<file path="config.mk">
export PLATFORM = sky130hd
export DESIGN_NAME = hazard_unit_mc_flat
export DESIGN_NICKNAME = d
export VERILOG_FILES = /design/src/rtl/hazard_unit_mc_if.sv /design/src/rtl/hazard_unit_mc.sv /design/src/flat_wrapper.sv
export SDC_FILE = /design/constraint.sdc
export NUM_CORES = 1
export LEC_CHECK = 0
export BUFFER_PORTS_ARGS = -buffer_cell sky130_fd_sc_hd__buf_4
export CAP_MARGIN = 20
export CORE_UTILIZATION = 51
export DETAILED_ROUTE_END_ITERATION = 7
export GPL_ROUTABILITY_DRIVEN = 0
export PLACE_DENSITY = 0.84
export SYNTH_ARGS = -nofsm -noshare
export SYNTH_HDL_FRONTEND = slang
export SYNTH_SLANG_ARGS = --single-unit
</file>
<file path="constraint.sdc">
create_clock -name clk -period 2.8 [get_ports clk]
set_input_delay 0.56 -clock clk [delete_from_list [all_inputs] [get_ports clk]]
set_output_delay 0.56 -clock clk [all_outputs]
set_load 0.02 [all_outputs]
</file>
<file path="src/rtl/hazard_unit_mc_if.sv">
// Pipeline-control bundle between the MIPS datapath (master) and the hazard unit (slave).
// Carries ID/EX match operands, control-transfer requests, and the resulting enables/flushes.
interface hazard_unit_mc_if #(
    parameter int REG_ADDR_W = 5,
    parameter int CNT_W      = 16
);
    logic                  mem_read_IDEX_i;
    logic                  mem_write_IFID_i;
    logic                  uses_rs_IFID_i;
    logic                  uses_rt_IFID_i;
    logic [REG_ADDR_W-1:0] reg_rt_IDEX_i;
    logic [REG_ADDR_W-1:0] reg_rs_IFID_i;
    logic [REG_ADDR_W-1:0] reg_rt_IFID_i;
    logic                  jmp_i;
    logic                  jr_i;
    logic                  branch_taken_i;
    logic                  mem_busy_i;
    logic                  clear_cnt_i;
    logic                  PC_write_o;
    logic                  IFID_write_o;
    logic                  IDEX_write_o;
    logic                  ctl_flush_o;
    logic                  IFID_flush_o;
    logic                  IDEX_flush_o;
    logic                  mem_cpy_o;
    logic                  stall_o;
    logic [CNT_W-1:0]      stall_cnt_o;
    logic [CNT_W-1:0]      flush_cnt_o;

    modport master (
        output mem_read_IDEX_i, mem_write_IFID_i, uses_rs_IFID_i, uses_rt_IFID_i,
               reg_rt_IDEX_i, reg_rs_IFID_i, reg_rt_IFID_i, jmp_i, jr_i,
               branch_taken_i, mem_busy_i, clear_cnt_i,
        input  PC_write_o, IFID_write_o, IDEX_write_o, ctl_flush_o, IFID_flush_o,
               IDEX_flush_o, mem_cpy_o, stall_o, stall_cnt_o, flush_cnt_o
    );

    modport slave (
        input  mem_read_IDEX_i, mem_write_IFID_i, uses_rs_IFID_i, uses_rt_IFID_i,
               reg_rt_IDEX_i, reg_rs_IFID_i, reg_rt_IFID_i, jmp_i, jr_i,
               branch_taken_i, mem_busy_i, clear_cnt_i,
        output PC_write_o, IFID_write_o, IDEX_write_o, ctl_flush_o, IFID_flush_o,
               IDEX_flush_o, mem_cpy_o, stall_o, stall_cnt_o, flush_cnt_o
    );
endinterface

</file>
<file path="src/rtl/hazard_unit_mc.sv">
// Hazard detection / pipeline control for the 5-stage MIPS pipeline: multi-cycle load-use
// stalls, lw->sw data copy, memory-busy freeze, jump/branch flushes and perf counters.
module hazard_unit_mc #(
    parameter int REG_ADDR_W        = 5,
    parameter int LOAD_STALL_CYCLES = 1,
    parameter int EN_MEM_CPY        = 1,
    parameter int CNT_W             = 16
) (
    input logic            clk,
    input logic            reset,
    hazard_unit_mc_if.slave hz
);
    localparam int REM_W = (LOAD_STALL_CYCLES > 1) ? $clog2(LOAD_STALL_CYCLES) + 1 : 1;
    localparam logic [REM_W-1:0] REM_LOAD = REM_W'(LOAD_STALL_CYCLES - 1);
    localparam logic [CNT_W-1:0] CNT_MAX  = '1;

    typedef enum logic {RUN, LU_STALL} state_t;

    state_t           state_reg, state_next;
    logic [REM_W-1:0] remaining_reg, remaining_next;

    logic rt_idex_nz, rs_hit, rt_hit, lu, cpy;
    logic pc_write, ifid_write, idex_write, ctl_flush, ifid_flush, idex_flush;
    logic mem_cpy, stall;

    // $zero is never a real load destination, so it can never create a dependency.
    assign rt_idex_nz = (hz.reg_rt_IDEX_i != '0);
    assign rs_hit     = hz.uses_rs_IFID_i && rt_idex_nz && (hz.reg_rs_IFID_i == hz.reg_rt_IDEX_i);
    assign rt_hit     = hz.uses_rt_IFID_i && rt_idex_nz && (hz.reg_rt_IFID_i == hz.reg_rt_IDEX_i);
    assign lu         = hz.mem_read_IDEX_i && (rs_hit || rt_hit);
    // Only store data may be copied; a dependent store address still needs the stall.
    assign cpy        = (EN_MEM_CPY != 0) && hz.mem_write_IFID_i && rt_hit && !rs_hit;

    always_ff @(posedge clk or negedge reset) begin
        if (!reset) begin
            state_reg     <= RUN;
            remaining_reg <= '0;
        end else begin
            state_reg     <= state_next;
            remaining_reg <= remaining_next;
        end
    end

    always_comb begin
        state_next     = state_reg;
        remaining_next = remaining_reg;
        pc_write       = 1'b1;
        ifid_write     = 1'b1;
        idex_write     = 1'b1;
        ctl_flush      = 1'b1;
        ifid_flush     = 1'b1;
        idex_flush     = 1'b1;
        mem_cpy        = 1'b0;
        stall          = 1'b0;

        if (hz.mem_busy_i) begin
            pc_write   = 1'b0;
            ifid_write = 1'b0;
            idex_write = 1'b0;
        end else if (state_reg == LU_STALL) begin
            stall          = 1'b1;
            remaining_next = remaining_reg - 1'b1;
            if (remaining_reg == REM_W'(1))
                state_next = RUN;
        end else if (lu && !cpy) begin
            stall = 1'b1;
            if (LOAD_STALL_CYCLES > 1) begin
                state_next     = LU_STALL;
                remaining_next = REM_LOAD;
            end
        end else begin
            mem_cpy = lu && cpy;
            if (hz.jmp_i || hz.jr_i) begin
                ifid_flush = 1'b0;
                idex_flush = 1'b0;
            end
            if (hz.branch_taken_i)
                ifid_flush = 1'b0;
        end

        // A stall holds PC and IF/ID and pushes a control-zeroed bubble into EX.
        if (stall) begin
            pc_write   = 1'b0;
            ifid_write = 1'b0;
            ctl_flush  = 1'b0;
        end
    end

    assign hz.PC_write_o   = pc_write;
    assign hz.IFID_write_o = ifid_write;
    assign hz.IDEX_write_o = idex_write;
    assign hz.ctl_flush_o  = ctl_flush;
    assign hz.IFID_flush_o = ifid_flush;
    assign hz.IDEX_flush_o = idex_flush;
    assign hz.mem_cpy_o    = mem_cpy;
    assign hz.stall_o      = stall;

    // Counter 0 tracks stall cycles, counter 1 tracks IF/ID flush cycles.
    logic [1:0]            cnt_inc;
    logic [1:0][CNT_W-1:0] cnt_val;

    assign cnt_inc[0] = stall;
    assign cnt_inc[1] = !ifid_flush;

    genvar gi;
    generate
        for (gi = 0; gi < 2; gi++) begin : g_cnt
            logic [CNT_W-1:0] cnt_reg;

            always_ff @(posedge clk or negedge reset) begin
                if (!reset)
                    cnt_reg <= '0;
                else if (hz.clear_cnt_i)
                    cnt_reg <= '0;
                else if (cnt_inc[gi] && (cnt_reg != CNT_MAX))
                    cnt_reg <= cnt_reg + 1'b1;
            end

            assign cnt_val[gi] = cnt_reg;
        end
    endgenerate

    assign hz.stall_cnt_o = cnt_val[0];
    assign hz.flush_cnt_o = cnt_val[1];
endmodule

</file>
<file path="src/flat_wrapper.sv">
// flat-port wrapper written by rule: the top's interface ports become plain ports
module hazard_unit_mc_flat 
#(
    parameter int REG_ADDR_W        = 5,
    parameter int LOAD_STALL_CYCLES = 1,
    parameter int EN_MEM_CPY        = 1,
    parameter int CNT_W             = 16
)
  (clk, reset, hz_mem_read_IDEX_i, hz_mem_write_IFID_i, hz_uses_rs_IFID_i, hz_uses_rt_IFID_i, hz_reg_rt_IDEX_i, hz_reg_rs_IFID_i, hz_reg_rt_IFID_i, hz_jmp_i, hz_jr_i, hz_branch_taken_i, hz_mem_busy_i, hz_clear_cnt_i, hz_PC_write_o, hz_IFID_write_o, hz_IDEX_write_o, hz_ctl_flush_o, hz_IFID_flush_o, hz_IDEX_flush_o, hz_mem_cpy_o, hz_stall_o, hz_stall_cnt_o, hz_flush_cnt_o);
  hazard_unit_mc_if #(.REG_ADDR_W(REG_ADDR_W), .CNT_W(CNT_W)) hz_i ();
  input logic clk;
  input logic reset;
  input wire logic [$bits(hz_i.mem_read_IDEX_i)-1:0] hz_mem_read_IDEX_i;
  input wire logic [$bits(hz_i.mem_write_IFID_i)-1:0] hz_mem_write_IFID_i;
  input wire logic [$bits(hz_i.uses_rs_IFID_i)-1:0] hz_uses_rs_IFID_i;
  input wire logic [$bits(hz_i.uses_rt_IFID_i)-1:0] hz_uses_rt_IFID_i;
  input wire logic [$bits(hz_i.reg_rt_IDEX_i)-1:0] hz_reg_rt_IDEX_i;
  input wire logic [$bits(hz_i.reg_rs_IFID_i)-1:0] hz_reg_rs_IFID_i;
  input wire logic [$bits(hz_i.reg_rt_IFID_i)-1:0] hz_reg_rt_IFID_i;
  input wire logic [$bits(hz_i.jmp_i)-1:0] hz_jmp_i;
  input wire logic [$bits(hz_i.jr_i)-1:0] hz_jr_i;
  input wire logic [$bits(hz_i.branch_taken_i)-1:0] hz_branch_taken_i;
  input wire logic [$bits(hz_i.mem_busy_i)-1:0] hz_mem_busy_i;
  input wire logic [$bits(hz_i.clear_cnt_i)-1:0] hz_clear_cnt_i;
  output wire logic [$bits(hz_i.PC_write_o)-1:0] hz_PC_write_o;
  output wire logic [$bits(hz_i.IFID_write_o)-1:0] hz_IFID_write_o;
  output wire logic [$bits(hz_i.IDEX_write_o)-1:0] hz_IDEX_write_o;
  output wire logic [$bits(hz_i.ctl_flush_o)-1:0] hz_ctl_flush_o;
  output wire logic [$bits(hz_i.IFID_flush_o)-1:0] hz_IFID_flush_o;
  output wire logic [$bits(hz_i.IDEX_flush_o)-1:0] hz_IDEX_flush_o;
  output wire logic [$bits(hz_i.mem_cpy_o)-1:0] hz_mem_cpy_o;
  output wire logic [$bits(hz_i.stall_o)-1:0] hz_stall_o;
  output wire logic [$bits(hz_i.stall_cnt_o)-1:0] hz_stall_cnt_o;
  output wire logic [$bits(hz_i.flush_cnt_o)-1:0] hz_flush_cnt_o;
  assign hz_i.mem_read_IDEX_i = hz_mem_read_IDEX_i;
  assign hz_i.mem_write_IFID_i = hz_mem_write_IFID_i;
  assign hz_i.uses_rs_IFID_i = hz_uses_rs_IFID_i;
  assign hz_i.uses_rt_IFID_i = hz_uses_rt_IFID_i;
  assign hz_i.reg_rt_IDEX_i = hz_reg_rt_IDEX_i;
  assign hz_i.reg_rs_IFID_i = hz_reg_rs_IFID_i;
  assign hz_i.reg_rt_IFID_i = hz_reg_rt_IFID_i;
  assign hz_i.jmp_i = hz_jmp_i;
  assign hz_i.jr_i = hz_jr_i;
  assign hz_i.branch_taken_i = hz_branch_taken_i;
  assign hz_i.mem_busy_i = hz_mem_busy_i;
  assign hz_i.clear_cnt_i = hz_clear_cnt_i;
  assign hz_PC_write_o = hz_i.PC_write_o;
  assign hz_IFID_write_o = hz_i.IFID_write_o;
  assign hz_IDEX_write_o = hz_i.IDEX_write_o;
  assign hz_ctl_flush_o = hz_i.ctl_flush_o;
  assign hz_IFID_flush_o = hz_i.IFID_flush_o;
  assign hz_IDEX_flush_o = hz_i.IDEX_flush_o;
  assign hz_mem_cpy_o = hz_i.mem_cpy_o;
  assign hz_stall_o = hz_i.stall_o;
  assign hz_stall_cnt_o = hz_i.stall_cnt_o;
  assign hz_flush_cnt_o = hz_i.flush_cnt_o;
  hazard_unit_mc #(.REG_ADDR_W(REG_ADDR_W), .LOAD_STALL_CYCLES(LOAD_STALL_CYCLES), .EN_MEM_CPY(EN_MEM_CPY), .CNT_W(CNT_W)) u_core (.clk(clk), .reset(reset), .hz(hz_i));
endmodule
</file>
# Yosys cells after proc, flatten, opt, wreduce, memory -nomap -nowiden
# Index checks and enable logic that the tools add are counted.
# totals
register_bits	34
inputBits	26
# op_classes
reduce_logical	20
bitwise_logic	1
add_sub_neg	3
n_eq_ne	4
muxes	23
# op_table
cell	count
two-way mux 16 bit	4
adder 16 x 1 -> 16 bit (second input constant)	2
inequality test 16 bit (second input constant)	2
two-way mux 1 bit	19
logical AND 1 bit	11
equality test 5 bit	2
nonzero test 5 bit	1
nonzero test 2 bit	2
logical NOT 1 bit	3
logical OR 1 bit	2
AND reduction 2 bit	1
NOT 1 bit	1
subtractor 1 bit (second input constant)	1

# Depth between registers and ports, before layout
# depth
ltp_word	14
depth_mapped	9
mapped_depth_nobuf	7

# Worst setup path before layout
# Ideal clock, no wire load.
# synth_timing
path_kind	input-to-output
from	input port hz_reg_rt_IDEX_i[0]
to	output port hz_IDEX_flush_o
t_required_ps	2240
path_buffers	2
t_arrival_ps	2814
slack_ps	-574
cell_stages	8
path_cell_list	or4_4 nor2_4 nor4_2 o21a_1 buf_6 buf_6 nor3_1 o21ai_0
# synth_between
elab_chain_len	10
# synth_rtl
item	line	rtl
start: declaration	flat_wrapper.sv:17	input wire logic [$bits(hz_i.reg_rt_IDEX_i)-1:0] hz_reg_rt_IDEX_i;
nonzero test 5 bit	hazard_unit_mc.sv:27	assign rt_idex_nz = (hz.reg_rt_IDEX_i != '0);
logical AND 1 bit, on equally long branches (2 in series)	hazard_unit_mc.sv:29, hazard_unit_mc.sv:28	
logical AND 1 bit or logical NOT 1 bit (tied branches)	hazard_unit_mc.sv:32	assign cpy = (EN_MEM_CPY != 0) && hz.mem_write_IFID_i && rt_hit && !rs_hit;
logical AND 1 bit	hazard_unit_mc.sv:32	
logical NOT 1 bit	hazard_unit_mc.sv:65	end else if (lu && !cpy) begin
logical AND 1 bit (*)	hazard_unit_mc.sv:65	
two-way mux 1 bit (*)	hazard_unit_mc.sv:65	
two-way mux 1 bit (*)	hazard_unit_mc.sv:60	end else if (state_reg == LU_STALL) begin
two-way mux 1 bit (*)	hazard_unit_mc.sv:56	if (hz.mem_busy_i) begin
end: declaration	flat_wrapper.sv:30	output wire logic [$bits(hz_i.IDEX_flush_o)-1:0] hz_IDEX_flush_o;
# Mark *: on every way between the ends. The rest lies on a longest branch, timed or not.

# Worst setup path after layout
# Ends and elaborated chain as after synthesis.

==> impl_metrics.tcl <==
set metrics [dict create \
    worstPathRequired_ps 2240 \
    leakage_nw 1.16 \
    grt_max_degree 39 \
    grt_pass1_wl_mm 8.51 \
    worst_clock_skew_ps 4.45 \
    synth_nets 259 \
    synth-seq-cells 34 \
    hp-class "primary input to async pin" \
    finalWirelength_mm 5.26 \
    hold_buffers 0 \
    setup_viol 0 \
    synth_cell_type_count 39 \
    slew_viol_final 0 \
    cts_buffers 5 \
    track_usage_pct 25.4 \
    tns_ps 0 \
    timing.fmax_ghz 0.366 \
    r2r_start "u_core.hz.flush_cnt_o[1]$_DFFE_PN0P_" \
    tightestPinTransition_ps 500 \
    p_total_mw 0.996 \
    die_height_um 66.4 \
    synth_seq_area_share_pct 40.3 \
    ys_top_cells_by_area "dfrtp_1 40%, a21oi_1 5.4%, o31ai_1 5.0%, or4_1 5.0%, nand3_1 3.8%" \
    cts_sinks 34 \
    die_x_um 66.4 \
    cts_root_buf "clkbuf_8" \
    ant_nets 0 \
    cp_common_cell "buf_4" \
    p_per_area_nw_per_um2 361 \
    yosysTopAreaCellShare_pct 40.3 \
    antennaDiodeCount 0 \
    endpoint_kind "output port" \
    finalCriticalPeriod_ps 2730 \
    synth_ff_type "dfrtp_1" \
    clk_transition_reported_paths_ps 70 \
    drive_above_1_share_pct 32.0 \
    ir_worst_vdd_uv 272 \
    drc 0 \
    start_util_pct 52.8 \
    cts_tree "yes" \
    cts_buffer_depth 2 \
    vias 2064 \
    h-tree-depth 2 \
    core_area_sq_um 4000 \
    rsz0062_at_grt "yes" \
    ys_top_cells_by_count "34 x dfrtp_1, 23 x a21oi_1, 16 x nand3_1, 15 x nand2_1" \
    worst_slack_ps 67.0 \
    fin_nets 324 \
    synth_area_sq_um 2110 \
    yosysMostFrequentCell "dfrtp_1" \
    synthCells 231 \
    yosysTopAreaCell "dfrtp_1" \
    reg2reg_to "u_core.hz.flush_cnt_o[3]$_DFFE_PN0P_" \
    rrSetupSlack_ps 400 \
    post-route-period-util_pct 97.6 \
    fillers 332 \
    worstSetupPathType "primary input to output port" \
    path_max_fanout 4 \
    ys_warn_count 0 \
    r2r_cells 6 \
    dp_hpwl_mm 3.73 \
    maxCapViolCount 0 \
    start_kind "primary input" \
    first_pass_iters 4 \
    worstSkewPairLatency_ps 290 \
    grt_pass1_vias 1843 \
    dpl_worst_slack_ps 30.5 \
    fp.dieArea_sq_um 4400 \
    synth.avg_cell_area_sq_um 9.15 \
    io_pins 66 \
    io_buffers 65 \
    antenna_found_initial 0 \
    drt_iter0_drc 151 \
    finalHoldViolCount 0 \
    grt_overflow 0 \
    holdWs_ps 204 \
    wl_per_cell_um 15.1 \
    cpPeakStageDelay_ps 550 \
    rows 23 \
    cp.arrival_ps 2170 \
    slew_headroom_pct 66.4 \
    cp_cell_sequence "buf_4 -> or4_4 -> nor2_4 -> nor4_2 -> o21a_2 -> nor3_4 -> o21ai_1 -> buf_4" \
    viasPerCell 5.95 \
    async_flop_share_pct 100 \
    area_growth_pct 30.7 \
    status "finished, final reports clean" \
    synth_edf_count 0 \
    crit_slowest_cell "or4_4" \
]
-- area by class of cell --
type                       instances  area [sq um]  share of cell area [%]
clock buffer                       7          86.3                    3.13
clock inverter                     1          5.00                   0.181
multi-input combinational        180          1200                    43.5
inverter                           5          18.8                   0.680
sequential                        34           851                    30.8
tap                               50          62.6                    2.27
timing repair buffer              70           538                    19.5
-- metrics by stage --
step	utilization [%]	instance area [sq um]	cells
6_report	69.0	2760	347
3_3_place_gp	66.7	2670	339
5_1_grt	69.0	2760	347
3_5_place_dp	66.7	2670	339
2_1_floorplan	-	2140	231
4_1_cts	69.0	2760	347
-- report_power, final --
group,internal [mW],switching [mW],leakage [nW]
clock,0.198,0.183,0.0482
combinational,0.0519,0.0665,0.643
sequential,0.493,0.00342,0.474
-- timing repair --
item,4_1_cts,5_1_grt
endpoints found under the setup margin,0,2
buffers inserted,0,0
gates resized for setup,0,1
-- kinds of logic after synthesis --
group / synth area share, %
DFF: 40.3
and+or+nand+nor: 28.7
adders and majority gates: 1.18
muxes: 3.67
xor gates and xnor gates: 4.97
buffers and inverters: 4.09
AOI/OAI and AO/OA: 17.2
-- critical path: cells and delay by family --
family	cells	cell delay (ps)
simple gates	4	950
compound gates	2	370
buf+inv	2	290
-- metal layers --
metal | wire length [um] | track usage, % | vias to the layer above
met5 | 0 | 0 | -
li1 | - | - | 1000
met2 | 2620 | 42.1 | 60
met4 | 94 | 11.2 | 0
met1 | 2310 | 32.1 | 998
met3 | 225 | 4.66 | 6
-- how the worst max path moves through the flow --
stage | from | end | slack (ps) | cells past startpoint
final | hz_reg_rt_IDEX_i[0] | hz_IDEX_flush_o | 70 | 8
after floorplan | hz_reg_rt_IDEX_i[0] | hz_IDEX_flush_o | -20 | 8
after detailed placement | hz_reg_rt_IDEX_i[0] | u_core.hz.flush_cnt_o[10]$_DFFE_PN0P_ | 30 | 8
after global routing | hz_reg_rt_IDEX_i[0] | hz_IDEX_flush_o | -7 | 8
after global placement | hz_reg_rt_IDEX_i[0] | hz_IDEX_flush_o | 80 | 8
after CTS | hz_reg_rt_IDEX_i[0] | hz_IDEX_flush_o | 50 | 8
-- placed cells by master (no fill, tap or decap), types with 2 or more instances in the layout --
master / n
nor3_1: 7
nor2b_1: 6
mux2_2: 6
and3_1: 2
a21oi_1: 23
xor2_1: 7
o31ai_1: 14
clkbuf_8: 6
or3_1: 9
or4_1: 14
dfrtp_1: 34
nor2_1: 9
nand3_1: 16
inv_1: 4
ha_1: 2
nand2_1: 15
nor4_1: 4
xnor2_1: 5
buf_4: 69
and4_1: 2
nand4_1: 5
a31oi_1: 2
or2_2: 2
o21ai_0: 12
nor4b_1: 3
Note: power is estimated with default switching activity, not from simulation.
